## config.mk

```make
export PLATFORM = sky130hd
export DESIGN_NAME = stack_ctrl_fsm
export DESIGN_NICKNAME = d
export VERILOG_FILES = /design/src/rtl/stack_ctrl_pkg.sv /design/src/rtl/stack_ctrl_fsm.sv
export SDC_FILE = /design/constraint.sdc
export NUM_CORES = 1
export LEC_CHECK = 0
export CAP_MARGIN = 20
export CORE_AREA = 2 2 39 41
export DETAILED_ROUTE_END_ITERATION = 10
export DIE_AREA = 0 0 41 43
export PLACE_DENSITY_LB_ADDON = 0.12
export RECOVER_POWER = 50
export SETUP_SLACK_MARGIN = 0.05
export SLEW_MARGIN = 20
export SYNTH_ARGS = -nofsm -noshare
export SYNTH_HDL_FRONTEND = slang
export SYNTH_SLANG_ARGS = --single-unit
```

## constraint.sdc

```tcl
create_clock -name clk -period 1.7 [get_ports clk]
set_input_delay 0.34 -clock clk [delete_from_list [all_inputs] [get_ports clk]]
set_output_delay 0.34 -clock clk [all_outputs]
set_load 0.01 [all_outputs]
```

## src/rtl/stack_ctrl_pkg.sv

```systemverilog
// Shared types for the stack-machine control unit: opcodes, ALU selects,
// FSM state encoding and the bundle of datapath strobes.
package stack_ctrl_pkg;

  localparam int OPCODE_W = 3;

  // Instruction opcodes as held in IR[7:5].
  typedef enum logic [OPCODE_W-1:0] {
    OP_ADD  = 3'b000,
    OP_SUB  = 3'b001,
    OP_AND  = 3'b010,
    OP_NOT  = 3'b011,
    OP_PUSH = 3'b100,
    OP_POP  = 3'b101,
    OP_JMP  = 3'b110,
    OP_JZ   = 3'b111
  } opcode_e;

  // ALU function select; matches opcode[1:0] for the arithmetic group.
  typedef enum logic [1:0] {
    ALU_ADD = 2'b00,
    ALU_SUB = 2'b01,
    ALU_AND = 2'b10,
    ALU_NOT = 2'b11
  } alu_op_e;

  // FSM states. FETCH is all-zeros so a cleared register lands there.
  typedef enum logic [3:0] {
    S_FETCH  = 4'd0,
    S_DECODE = 4'd1,
    S_POPX   = 4'd2,
    S_POPY   = 4'd3,
    S_PUSHR  = 4'd4,
    S_PUSHM  = 4'd5,
    S_POPM   = 4'd6,
    S_JMP    = 4'd7,
    S_JZ     = 4'd8
  } state_e;

  // Every strobe the controller drives into the datapath.
  typedef struct packed {
    logic    ir_write;
    logic    pc_update;
    logic    pc_write;
    logic    adr_src;
    logic    mem_write;
    logic    stack_src;
    logic    push;
    logic    pop;
    logic    x_write;
    logic    y_write;
    alu_op_e alu_ctrl;
    logic    instr_done;
  } ctrl_t;

  // All strobes low, default mux selects (AdrSrc=0, StackSrc=0, ALU=ADD).
  localparam ctrl_t CTRL_IDLE = '0;

  // First execute state entered from DECODE for a given opcode.
  function automatic state_e decode_target(input opcode_e op);
    state_e target;
    case (op)
      OP_PUSH: target = S_PUSHM;
      OP_POP:  target = S_POPM;
      OP_JMP:  target = S_JMP;
      OP_JZ:   target = S_JZ;
      default: target = S_POPX;   // ADD, SUB, AND, NOT all start by popping X
    endcase
    return target;
  endfunction

  // ALU select for the arithmetic group is carried directly in the opcode.
  function automatic alu_op_e alu_op_of(input opcode_e op);
    return alu_op_e'(op[1:0]);
  endfunction

endpackage

```

## src/rtl/stack_ctrl_fsm.sv

```systemverilog
// Multi-cycle fetch/decode/execute controller for the 8-bit stack-machine
// datapath. One instruction in flight; 3 to 5 cycles per instruction.
// Outputs are decoded from the current state (plus the IR opcode), except
// the JZ PC load, which follows NorTop in the same cycle.
module stack_ctrl_fsm
  import stack_ctrl_pkg::*;
#(
  parameter int OP_W = OPCODE_W
) (
  input  logic            clk,
  input  logic            rst,
  input  logic [OP_W-1:0] opCode,
  input  logic            NorTop,
  output logic            IRwrite,
  output logic            PCUpdate,
  output logic            PCwrite,
  output logic            AdrSrc,
  output logic            MemWrite,
  output logic            StackSrc,
  output logic            Push,
  output logic            Pop,
  output logic            Xwrite,
  output logic            Ywrite,
  output logic [1:0]      ALUControl,
  output logic            InstrDone,
  output logic [3:0]      CtrlState
);

  state_e  state_q;
  state_e  state_d;
  ctrl_t   ctrl;
  opcode_e op;

  assign op = opcode_e'(opCode);

  // State register; a synchronous reset returns the FSM to FETCH.
  always_ff @(posedge clk) begin
    // NOTE: sequential state uses non-blocking assignment so every flop
    // samples pre-edge values regardless of block ordering.
    if (rst) begin
      state_q <= S_FETCH;
    end else begin
      state_q <= state_d;
    end
  end

  // Next-state selection; illegal encodings recover to FETCH.
  always_comb begin
    // NOTE: assigning a default before the case keeps this purely
    // combinational; a missed branch would otherwise infer a latch.
    state_d = S_FETCH;
    case (state_q)
      S_FETCH:  state_d = S_DECODE;
      S_DECODE: state_d = decode_target(op);
      S_POPX:   state_d = (op == OP_NOT) ? S_PUSHR : S_POPY;
      S_POPY:   state_d = S_PUSHR;
      S_PUSHR,
      S_PUSHM,
      S_POPM,
      S_JMP,
      S_JZ:     state_d = S_FETCH;
      default:  state_d = S_FETCH;
    endcase
  end

  // Strobe decode per state; reset and illegal states drive everything low
  // so an aborted instruction leaves no trailing push, write or jump.
  always_comb begin
    ctrl = CTRL_IDLE;
    if (!rst) begin
      case (state_q)
        S_FETCH: begin
          ctrl.ir_write  = 1'b1;
          ctrl.pc_update = 1'b1;
        end
        S_DECODE: begin
          ctrl = CTRL_IDLE;
        end
        S_POPX: begin
          ctrl.x_write = 1'b1;
          ctrl.pop     = 1'b1;
        end
        S_POPY: begin
          ctrl.y_write = 1'b1;
          ctrl.pop     = 1'b1;
        end
        S_PUSHR: begin
          ctrl.push       = 1'b1;
          ctrl.stack_src  = 1'b0;
          ctrl.alu_ctrl   = alu_op_of(op);
          ctrl.instr_done = 1'b1;
        end
        S_PUSHM: begin
          ctrl.adr_src    = 1'b1;
          ctrl.stack_src  = 1'b1;
          ctrl.push       = 1'b1;
          ctrl.instr_done = 1'b1;
        end
        S_POPM: begin
          ctrl.adr_src    = 1'b1;
          ctrl.mem_write  = 1'b1;
          ctrl.pop        = 1'b1;
          ctrl.instr_done = 1'b1;
        end
        S_JMP: begin
          ctrl.pc_write   = 1'b1;
          ctrl.instr_done = 1'b1;
        end
        S_JZ: begin
          ctrl.pc_write   = NorTop;   // branch taken only when stack top is zero
          ctrl.instr_done = 1'b1;
        end
        default: begin
          ctrl = CTRL_IDLE;
        end
      endcase
    end
  end

  assign IRwrite    = ctrl.ir_write;
  assign PCUpdate   = ctrl.pc_update;
  assign PCwrite    = ctrl.pc_write;
  assign AdrSrc     = ctrl.adr_src;
  assign MemWrite   = ctrl.mem_write;
  assign StackSrc   = ctrl.stack_src;
  assign Push       = ctrl.push;
  assign Pop        = ctrl.pop;
  assign Xwrite     = ctrl.x_write;
  assign Ywrite     = ctrl.y_write;
  assign ALUControl = ctrl.alu_ctrl;
  assign InstrDone  = ctrl.instr_done;
  // Debug view reads FETCH while reset is held, even before the first edge.
  assign CtrlState  = rst ? S_FETCH : state_q;

endmodule

```

Yosys cells after proc, flatten, opt, wreduce, memory -nomap -nowiden
Index checks and enable logic that the tools add are counted.
{"block": "word_totals", "regBits": 4, "inputBits": 6}
{"block": "op_classes", "reduce_logical": 4, "mux": 15, "eq_ne": 13}
{"op": "4-bit one-hot mux with 4 select lines", "count": 2}
{"op": "4-bit by 3-bit == test with 1-bit output, second input constant", "count": 4}
{"op": "13-bit two-way mux", "count": 1}
{"op": "3-bit == test, second input constant", "count": 4}
{"op": "4-bit by 2-bit == test with 1-bit output, second input constant", "count": 2}
{"op": "1-bit two-way mux", "count": 6}
{"op": "5-bit OR reduction", "count": 1}
{"op": "4-bit by 1-bit == test with 1-bit output, second input constant", "count": 1}
{"op": "4-bit == test, second input constant", "count": 1}
{"op": "4-bit logical NOT", "count": 1}
{"op": "2-bit two-way mux", "count": 2}
{"op": "4-bit two-way mux", "count": 1}
{"op": "2-bit one-hot mux with 2 select lines", "count": 1}
{"op": "3-bit by 2-bit == test with 1-bit output, second input constant", "count": 1}
{"op": "3-bit two-way mux", "count": 1}
{"op": "3-bit OR reduction", "count": 1}
{"op": "1-bit one-hot mux with 2 select lines", "count": 1}
{"op": "2-bit OR reduction", "count": 1}

Longest topological paths before layout
Gate-level depths: netlist (run 1).
{"block": "depth", "depth_word": 4, "mapped_depth": 5, "depth_no_buf": 3}

Worst setup path before layout (run 1)
OpenSTA, ideal clock, no wires.
{"block": "synth_timing", "path_kind": "input port to output port", "start": "in rst", "end": "out PCUpdate", "slack_ps": -49, "required_ps": 1360, "cell_stages": 5, "arrival_time_ps": 1409, "cell_sequence": "buf_6 or3_1 buf_6 nor3_1 buf_4"}
{"block": "synth_between", "elab_chain_cells": 1}
{"element": "start: declaration", "line": "stack_ctrl_fsm.sv:11", "rtl": "input logic rst,"}
{"element": "13-bit two-way mux", "line": "stack_ctrl_fsm.sv:70", "rtl": "if (!rst) begin"}
{"element": "end: declaration", "line": "stack_ctrl_fsm.sv:15", "rtl": "output logic PCUpdate,"}
Every way passes these cells.

Final worst setup path (run 1)
{"block": "layout_timing", "start": "in rst", "end": "out CtrlState[0]"}
{"block": "layout_between", "elab_chain_cells": 1}
{"element": "4-bit two-way mux", "line": "stack_ctrl_fsm.sv:133", "rtl": "assign CtrlState = rst ? S_FETCH : state_q;"}
{"element": "end: declaration", "line": "stack_ctrl_fsm.sv:26", "rtl": "output logic [3:0] CtrlState"}
Every way passes these cells.

==> summary.txt, run 1 <==
Logic synthesis
  – Synthesized-area fraction occupied by xor and xnor cells: under 10%
  – Distinct cells, synth: 25
  – Simple-gate area share of the yosys netlist: 45.0%
  – Synthesis warning total: 0
  – Mean instance size in the synthesized netlist: roughly 7.2 sq um
  – Gate count after technology mapping: between 40 and 50
  – Synth Register Bits: 4
  – Cell area after synthesis: approximately 350 sq um
  – Fraction of the mapped netlist area in compound gates: 17.7%
  – Portion of the post-synthesis area used by sequential elements: approximately 23%
  – Post-Synthesis Net Count: between 50 and 60
  – Library cell with the largest summed area after synthesis: sky130_fd_sc_hd__dfxtp_1
  – Top post-synthesis cells by area: sky130_fd_sc_hd__dfxtp_1 23%, sky130_fd_sc_hd__nor2_1 9.6%, sky130_fd_sc_hd__nand2b_1 7.1%
  – Largest family of logic cells by synthesized area: simple AND/OR/NAND/NOR gates
  – Area share of the largest cell type after synthesis: between 20 and 25%
  – Multiplexer area fraction after synthesis: 0%
  – Post-synthesis adder-cell area fraction: 0%

Pwr
  – Lkg Pwr: between 0.3 and 0.4 nW
  – P_sw: 0.000137 W
  – PD cells: 626 nW/um^2
  – Internal power component: approximately 0.00029 W
  – Combinational group share of total power: a little under half
  – Sw Ratio: roughly 32%
  – Worst vdd ir: ~340 uV
  – Proportion of power drawn by the clock network: a little over a quarter
  – Sequential fraction of design power: 28.1%

Worst setup path
  – Capturing element type of the critical path: primary output
  – Worst-path cell with the longest stage delay: sky130_fd_sc_hd__clkdlybuf4s50_1
  – Required time of the critical path: 1360 ps
  – Bufs and invs on worst path: 2
  – Maximum fanout along the worst path: 5
  – Critical path cell sequence: clkdlybuf4s15_2 -> and2b_1 -> clkdlybuf4s50_1
  – End point of the critical path: CtrlState[0]
  – Setup CP Type: input port to primary output
  – Source of the critical timing path: rst
  – Reg-to-reg endpoint: state_q[1]
  – Critical Path Stages: 3
  – Crit-path leading delay family: buffers and inverters
  – Arrival time of data at the critical path endpoint: about 1300 ps
  – Register-to-register setup slack: 410 ps
  – Reg2reg start: state_q[3]
  – Critical path startpoint category: input port
  – Worst R2R Path Depth: 4
  – Critical Path Max Stage Delay: about 520 ps

Cells and area
  – Max FFs per register: 4
  – Final instance area: 684 sq um
  – Total number of nets in the final design: 92
  – Number of antenna cells inserted: 0
  – Register with the highest flop count: state_q
  – Leading registers by flop count: state_q (4)
  – Utilization after layout: ~49%
  – Share of post-route cells with drive strength above 1: about 50%
  – Layout Area Growth over Synthesis: 94.0%

Placement
  – Final HPWL from detailed placement: 823 um
  – Buffers on Ports: 22
  – Area post-placement: roughly 670 sq um
  – Global placement routability congestion: between 0.7 and 0.8
  – Post-placement worst setup slack: -574 ps

Timing
  – Max Clock Freq: ~620 MHz
  – Worst slew margin relative to its limit: about four fifths
  – Setup TNS Final: 0 ps
  – Final period util: 94.3%
  – Setup repair after global routing missed its margin: false
  – Slew Limit Fails: 0
  – Worst clock skew on the final layout: ~1.6 ps
  – Hold violation total from the final report: 0
  – Total of endpoints with negative setup slack in the final report: 0
  – Period minus WS final: approximately 1600 ps
  – Slew at the pin closest to its max-slew limit: between 200 and 300 ps
  – Post-route worst setup slack: 96.8 ps

Detailed routing
  – Number of design rule violations left after detail routing: 0
  – Via/cell ratio: ~4.7
  – Vias post-DR: roughly 470
  – DRT Wirelength: between 1000 and 1500 um
  – Number of search-and-repair iterations in the first detailed-routing pass: 4
  – Iteration-0 DRC count of the detailed router: 5
  – Detail-routed net length per standard cell: between 10 and 15 um
  – Antenna-violating nets left: 0

CTS
  – CTS max path bufs: 2
  – CTS clock-pin slew for the worst setup and hold paths: 40 ps
  – Post CTS Setup Buffer Count: 0
  – Cell at the root of the clock tree: sky130_fd_sc_hd__clkbuf_4
  – Clock tree from TritonCTS: done
  – Clock Sink Count: 4
  – Level count of the clock H-tree: 1
  – CTS Buf Count: 3
  – Insertion delay of the later-clocked pin in the worst-skew pair: roughly 230 ps

Global route
  – Maximum number of pins on one net before global-route repair: 8
  – Initial antenna violation count: 0
  – Vias in the first global route: ~380
  – Overall global routing resource usage: about an eighth
  – Global-route wire length before repair: 1560 um
  – Final global-route overflow total: 0

Hold path
  – Class of the tightest hold or removal check: flip-flop to flip-flop

Floorplan
  – Core area: roughly 1400 sq um
  – Placement Rows: 14
  – Effective utilization at floorplan: around a quarter
  – Die area: 1760 sq um
  – Die width: 41 um
  – I/O pin cnt: 23
  – Die height: roughly 43 um

Run status
  – Outcome: finished, final reports clean

Flow run
  – Count of maximum capacitance violations: 0
power groups by stage:
stage | logic (W) | registers [W] | clock network, W
2_1_floorplan | 0.0000866 | 0.000112 | 0
3_3_place_gp | 0.000183 | 0.000116 | 0
3_5_place_dp | 0.000184 | 0.000116 | 0
4_1_cts | 0.000179 | 0.000119 | 0.000121
5_1_grt | 0.000213 | 0.000122 | 0.000131
6_report | 0.000195 | 0.000120 | 0.000113
kinds of logic (layout without fill, tap and decap cells):
| kind of cell | Yosys count | count (layout) |
|---|---|---|
| xor+xnor | 1 | 1 |
| flops | 4 | 4 |
| buf+inv | 6 | 41 |
| simple gates | 29 | 29 |
| compound gates | 9 | 9 |
layer usage:
| metal | global-route usage [%] | vias up | routed length [um] |
|---|---|---|---|
| met1 | 15.1 | 215 | 460 |
| li1 | - | 245 | - |
| met2 | 21.6 | 14 | 525 |
| met4 | 2.00 | 0 | 0 |
| met3 | 4.71 | 0 | 58 |
| met5 | 0 | - | 0 |
worst min path at each step:
| stage | slack (ps) | from | to | depth (start not counted) |
|---|---|---|---|---|
| 2_1_floorplan | 460 | opCode[2] | state_q[3] | 2 |
| 3_3_place_gp | 630 | state_q[1] | state_q[2] | 3 |
| 3_5_place_dp | 620 | state_q[1] | state_q[2] | 3 |
| 4_1_cts | 620 | state_q[1] | state_q[2] | 3 |
| 5_1_grt | 640 | state_q[1] | state_q[2] | 3 |
| 6_report | 610 | state_q[1] | state_q[2] | 3 |
worst reg2reg max path: cells and delay by family, from the launching register on:
family,cells,cell delay (ps)
AOI/OAI and AO/OA,2,310
buffers and inverters,1,170
DFF,1,320
and+or+nand+nor,1,400
cell usage after synthesis:
cell type / instances
sky130_fd_sc_hd__nor2_1: 9
sky130_fd_sc_hd__dfxtp_1: 4
sky130_fd_sc_hd__nand2b_1: 4
sky130_fd_sc_hd__a21oi_1: 3
sky130_fd_sc_hd__and2b_1: 3
sky130_fd_sc_hd__and3_1: 2
sky130_fd_sc_hd__buf_6: 2
sky130_fd_sc_hd__inv_1: 2
sky130_fd_sc_hd__nand2_1: 2
sky130_fd_sc_hd__or2_2: 2
sky130_fd_sc_hd__or3_1: 2
sky130_fd_sc_hd__a2111oi_0: 1
sky130_fd_sc_hd__a211o_1: 1
sky130_fd_sc_hd__a221oi_1: 1
sky130_fd_sc_hd__a31oi_1: 1
sky130_fd_sc_hd__buf_2: 1
sky130_fd_sc_hd__buf_4: 1
sky130_fd_sc_hd__nand3_1: 1
sky130_fd_sc_hd__nand3b_1: 1
sky130_fd_sc_hd__nand4b_1: 1
sky130_fd_sc_hd__nor3_1: 1
sky130_fd_sc_hd__nor4_1: 1
sky130_fd_sc_hd__o21bai_1: 1
sky130_fd_sc_hd__o31ai_1: 1
sky130_fd_sc_hd__xnor2_1: 1
cell usage in the layout, fill, tap and decap left out:
master / count
sky130_fd_sc_hd__a21oi_1: 2
sky130_fd_sc_hd__or2_2: 1
sky130_fd_sc_hd__nand2b_4: 3
sky130_fd_sc_hd__inv_1: 2
sky130_fd_sc_hd__clkdlybuf4s50_1: 4
sky130_fd_sc_hd__nor2_1: 7
sky130_fd_sc_hd__dfxtp_4: 1
sky130_fd_sc_hd__dlygate4sd2_1: 3
sky130_fd_sc_hd__dfxtp_1: 1
sky130_fd_sc_hd__a21oi_2: 1
sky130_fd_sc_hd__o31ai_1: 1
sky130_fd_sc_hd__clkbuf_1: 3
sky130_fd_sc_hd__clkbuf_4: 5
sky130_fd_sc_hd__o21bai_1: 1
sky130_fd_sc_hd__nand3_1: 1
sky130_fd_sc_hd__a211o_1: 1
sky130_fd_sc_hd__and3_1: 2
sky130_fd_sc_hd__clkdlybuf4s15_2: 1
sky130_fd_sc_hd__dfxtp_2: 2
sky130_fd_sc_hd__nand2b_1: 1
sky130_fd_sc_hd__dlygate4sd3_1: 1
sky130_fd_sc_hd__nand2_1: 2
sky130_fd_sc_hd__nand4b_1: 1
sky130_fd_sc_hd__buf_4: 11
sky130_fd_sc_hd__nor2_4: 2
sky130_fd_sc_hd__a221oi_1: 1
sky130_fd_sc_hd__a2111oi_2: 1
sky130_fd_sc_hd__nor4_1: 1
sky130_fd_sc_hd__or3_1: 1
sky130_fd_sc_hd__nor3_4: 1
sky130_fd_sc_hd__buf_2: 8
sky130_fd_sc_hd__or2_4: 1
sky130_fd_sc_hd__nand3b_1: 1
sky130_fd_sc_hd__clkbuf_2: 3
sky130_fd_sc_hd__and2b_1: 3
sky130_fd_sc_hd__or3_4: 1
sky130_fd_sc_hd__a31oi_1: 1
sky130_fd_sc_hd__xnor2_1: 1
cell type report:
| type | instances | area [sq um] |
|---|---|---|
| Timing Repair Buffer | 36 | 251 |
| Multi-Input combinational cell | 39 | 297 |
| Tap cell | 16 | 20.0 |
| Inverter | 2 | 7.51 |
| Sequential cell | 4 | 86.3 |
| Clock buffer | 3 | 22.5 |
| Fill cell | 157 | 699 |
repair_timing:
| item | 4_1_cts | 5_1_grt |
|---|---|---|
| pin swaps | 2 | 2 |
| gates resized for setup | 54 | 18 |
| hold buffers | 0 | 0 |
| setup endpoints to repair | 17 | 11 |
| endpoints found under the hold margin | 0 | 0 |
through the flow:
step	total power (W)	std cells	hold slack (ps)
floorplan	0.000199	49	458
global placement	0.000300	97	627
detailed placement	0.000300	97	623
CTS	0.000419	100	622
global route	0.000466	100	639
finish	0.000428	100	607
Note: power is estimated with default switching activity, not from simulation.
==> inputs of run 2 (changes only) <==
--- a/config.mk
+++ b/config.mk
@@ -9,6 +9,7 @@
 export CORE_AREA = 2 2 39 41
 export DETAILED_ROUTE_END_ITERATION = 10
 export DIE_AREA = 0 0 41 43
+export GPL_ROUTABILITY_DRIVEN = 0
 export PLACE_DENSITY_LB_ADDON = 0.12
 export RECOVER_POWER = 50
 export SETUP_SLACK_MARGIN = 0.05
==> results of run 2 <==
Same layout as run 1: the final DEF is identical, and so are final timing and power.
==> inputs of run 3 (changes only) <==
==> constraint.sdc (replaced) <==
create_clock -name clk -period 1.7 [get_ports clk]
set_input_delay 0.17 -clock clk [delete_from_list [all_inputs] [get_ports clk]]
set_output_delay 0.17 -clock clk [all_outputs]
set_load 0.01 [all_outputs]
==> summary.txt, run 3 (synthesized netlist as in run 1, its figures left out) <==
Cells and area
  – Total number of nets in the final design: 87 (was 92)
  – Share of post-route cells with drive strength above 1: 24.1% (was 50.0%)
  – Register with the highest flop count: state_q (unchanged)
  – Max FFs per register: 4 (unchanged)
  – Most frequent standard cell in the layout excluding fill and tap cells: sky130_fd_sc_hd__dlygate4sd2_1 (was sky130_fd_sc_hd__buf_4)
  – Layout Area Growth over Synthesis: 78.4% (was 94.0%)
  – Number of antenna cells inserted: 0 (unchanged)
  – Top library cells by usage in the layout, fill and taps aside: 11 x sky130_fd_sc_hd__dlygate4sd2_1, 8 x sky130_fd_sc_hd__nor2_1, 5 x sky130_fd_sc_hd__clkbuf_1 (was 11 x sky130_fd_sc_hd__buf_4, 8 x sky130_fd_sc_hd__buf_2, 7 x sky130_fd_sc_hd__nor2_1)
  – Utilization after layout: 45.5% (was 49.5%)
  – Leading registers by flop count: state_q (4) (unchanged)

Placement
  – Final HPWL from detailed placement: 844 um (was 823 um)
  – Buffers on Ports: 22 (unchanged)

CTS
  – CTS max path bufs: 2 (unchanged)
  – Level count of the clock H-tree: 1 (unchanged)
  – Number of buffers inserted for hold repair after clock tree synthesis: 0 (unchanged)
  – Post CTS Setup Buffer Count: 0 (unchanged)
  – Clock tree from TritonCTS: done (unchanged)
  – CTS Buf Count: 3 (unchanged)
  – Clock Sink Count: 4 (unchanged)
  – CTS clock-pin slew for the worst setup and hold paths: 40 ps (about the same)
  – Insertion delay of the later-clocked pin in the worst-skew pair: 230 ps (about the same)
  – Cell at the root of the clock tree: sky130_fd_sc_hd__clkbuf_4 (unchanged)

Run status
  – Outcome: finished, final reports clean (unchanged)

Flow run
  – Count of maximum capacitance violations: 0 (unchanged)

Pwr
  – PD cells: 603 nW/um^2 (was 626 nW/um^2)
  – Worst vdd ir: 381 uV (was 338 uV)
  – Lkg Pwr: 0.304 nW (was 0.322 nW)
  – Pwr Total: 0.000379 W (was 0.000428 W)

Detailed routing
  – Antenna-violating nets left: 0 (unchanged)
  – Detail-routed net length per standard cell: 11.2 um (was 10.5 um)
  – Met1 layer wirelength in the final routing: 485 um (was 460 um)
  – Met2 wirelength from detailed routing: 518 um (was 525 um)
  – Routed met3 length: 62 um (was 58 um)
  – DRT Wirelength: 1070 um (was 1050 um)
  – Highest Signal Layer: met3 (unchanged)
  – Iteration-0 DRC count of the detailed router: 9 (was 5)
  – Number of search-and-repair iterations in the first detailed-routing pass: 4 (unchanged)
  – Number of design rule violations left after detail routing: 0 (unchanged)
  – Vias post-DR: 442 (was 474)
  – Via/cell ratio: 4.65 (was 4.74)

Worst setup path
  – Bufs and invs on worst path: 1 (was 2)
  – Capturing element type of the critical path: primary output (unchanged)
  – Worst-path cell with the longest stage delay: sky130_fd_sc_hd__or3_4 (was sky130_fd_sc_hd__clkdlybuf4s50_1)
  – Crit-path leading delay family: simple AND/OR/NAND/NOR gates (was buffers and inverters)
  – Critical path cell sequence: or3_4 -> nor3_2 -> dlygate4sd2_1 (was clkdlybuf4s15_2 -> and2b_1 -> clkdlybuf4s50_1)
  – Arrival time of data at the critical path endpoint: 1410 ps (was 1260 ps)
  – Setup CP Type: flip-flop to primary output (was input port to primary output)
  – Critical Path Max Stage Delay: 380 ps (was 520 ps)
  – Maximum fanout along the worst path: 6 (was 5)
  – Critical path startpoint category: flip-flop (was input port)
  – Required time of the critical path: 1530 ps (was 1360 ps)
  – Register-to-register setup slack: 250 ps (was 410 ps)

Global route
  – Vias in the first global route: 387 (was 377)
  – Final global-route overflow total: 0 (unchanged)
  – Maximum number of pins on one net before global-route repair: 8 (unchanged)
  – Overall global routing resource usage: 13.9% (was 12.9%)
  – Initial antenna violation count: 0 (unchanged)
  – Global-route wire length before repair: 1680 um (was 1560 um)

Timing
  – Worst slew margin relative to its limit: 79.7% (was 80.5%)
  – Total of endpoints with negative setup slack in the final report: 0 (unchanged)
  – Slew at the pin closest to its max-slew limit: 304 ps (was 291 ps)
  – Period minus WS final: 1580 ps (was 1600 ps)
  – Setup repair after global routing missed its margin: true (was false)
  – Max Clock Freq: 632 MHz (was 624 MHz)
  – Slew Limit Fails: 0 (unchanged)
  – Hold violation total from the final report: 0 (unchanged)
  – Final period util: 93.1% (was 94.3%)
  – Worst clock skew on the final layout: 3.25 ps (was 1.65 ps)

Floorplan
  – Core area: 1380 sq um (unchanged)
  – I/O pin cnt: 23 (unchanged)
  – Placement Rows: 14 (unchanged)
  – Die area: 1760 sq um (unchanged)
  – Die height: 43 um (unchanged)
  – Effective utilization at floorplan: 25.5% (unchanged)
  – Die width: 41 um (unchanged)

Hold path
  – Class of the tightest hold or removal check: flip-flop to flip-flop (unchanged)
run 3: changes by cell type in the layout (fill, tap and decap cells not counted), moves of 2 or more:
cell	change
sky130_fd_sc_hd__dlygate4sd2_1	+8
sky130_fd_sc_hd__buf_4	-7
sky130_fd_sc_hd__buf_2	-6
sky130_fd_sc_hd__clkdlybuf4s15_1	+3
sky130_fd_sc_hd__clkbuf_1	+2
sky130_fd_sc_hd__clkbuf_2	-2
sky130_fd_sc_hd__clkbuf_4	-2
sky130_fd_sc_hd__nand2b_1	+2
sky130_fd_sc_hd__nand2b_4	-2
sky130_fd_sc_hd__nor2_4	-2
run 3: path summary, 6_finish.rpt:
kind,from,end,cells after the start
hold / removal,state_q[1],state_q[2],3
hold reg to reg,state_q[1],state_q[2],3
setup / recovery,state_q[2],IRwrite,3
setup reg to reg,state_q[2],state_q[1],5
run 3: report_power, final:
group	internal (W)	switching, W	leakage, nW
Clock	0.0000786	0.0000337	0.0138
Sequential	0.000105	0.0000125	0.0335
Combinational	0.0000740	0.0000758	0.257
Total	0.000257	0.000122	0.304
run 3: stage by stage:
step | hold WS [ps] | setup slack, ps | setup TNS [ps] | instances | cell area, sq um
floorplan | 288 | 192 | 0 | 49 | 353
global placement | 613 | -314 | -2330 | 92 | 626
detailed placement | 602 | -274 | -2310 | 92 | 626
CTS | 558 | 64.6 | 0 | 95 | 657
global route | 641 | 49.5 | 0 | 95 | 629
finish | 609 | 117 | 0 | 95 | 629
run 3: tightest hold or removal path: stages, from the launching register on:
cell	delay, ps
sky130_fd_sc_hd__dfxtp_1	310
sky130_fd_sc_hd__nand2_1	80
sky130_fd_sc_hd__buf_4	100
sky130_fd_sc_hd__a31oi_1	70
run 3: per-layer routing:
metal,up-vias,global-route usage [%]
li1,232,-
met1,196,17.9
met2,14,21.3
met3,0,4.71
met4,0,4.00
met5,-,0
run 3: layout make-up:
cell class / count / area [sq um]
inverters: 2 / 7.51
clock buffers: 3 / 22.5
repair buffers: 31 / 240
flip-flops and latches: 4 / 82.6
well taps: 16 / 20.0
multi-input cells: 39 / 256
fillers: 164 / 754
run 3: repair_timing:
| action | CTS | global route |
|---|---|---|
| setup endpoints to repair | 16 | 3 |
| endpoints found under the hold margin | 0 | 0 |
| resized for setup | 32 | 4 |
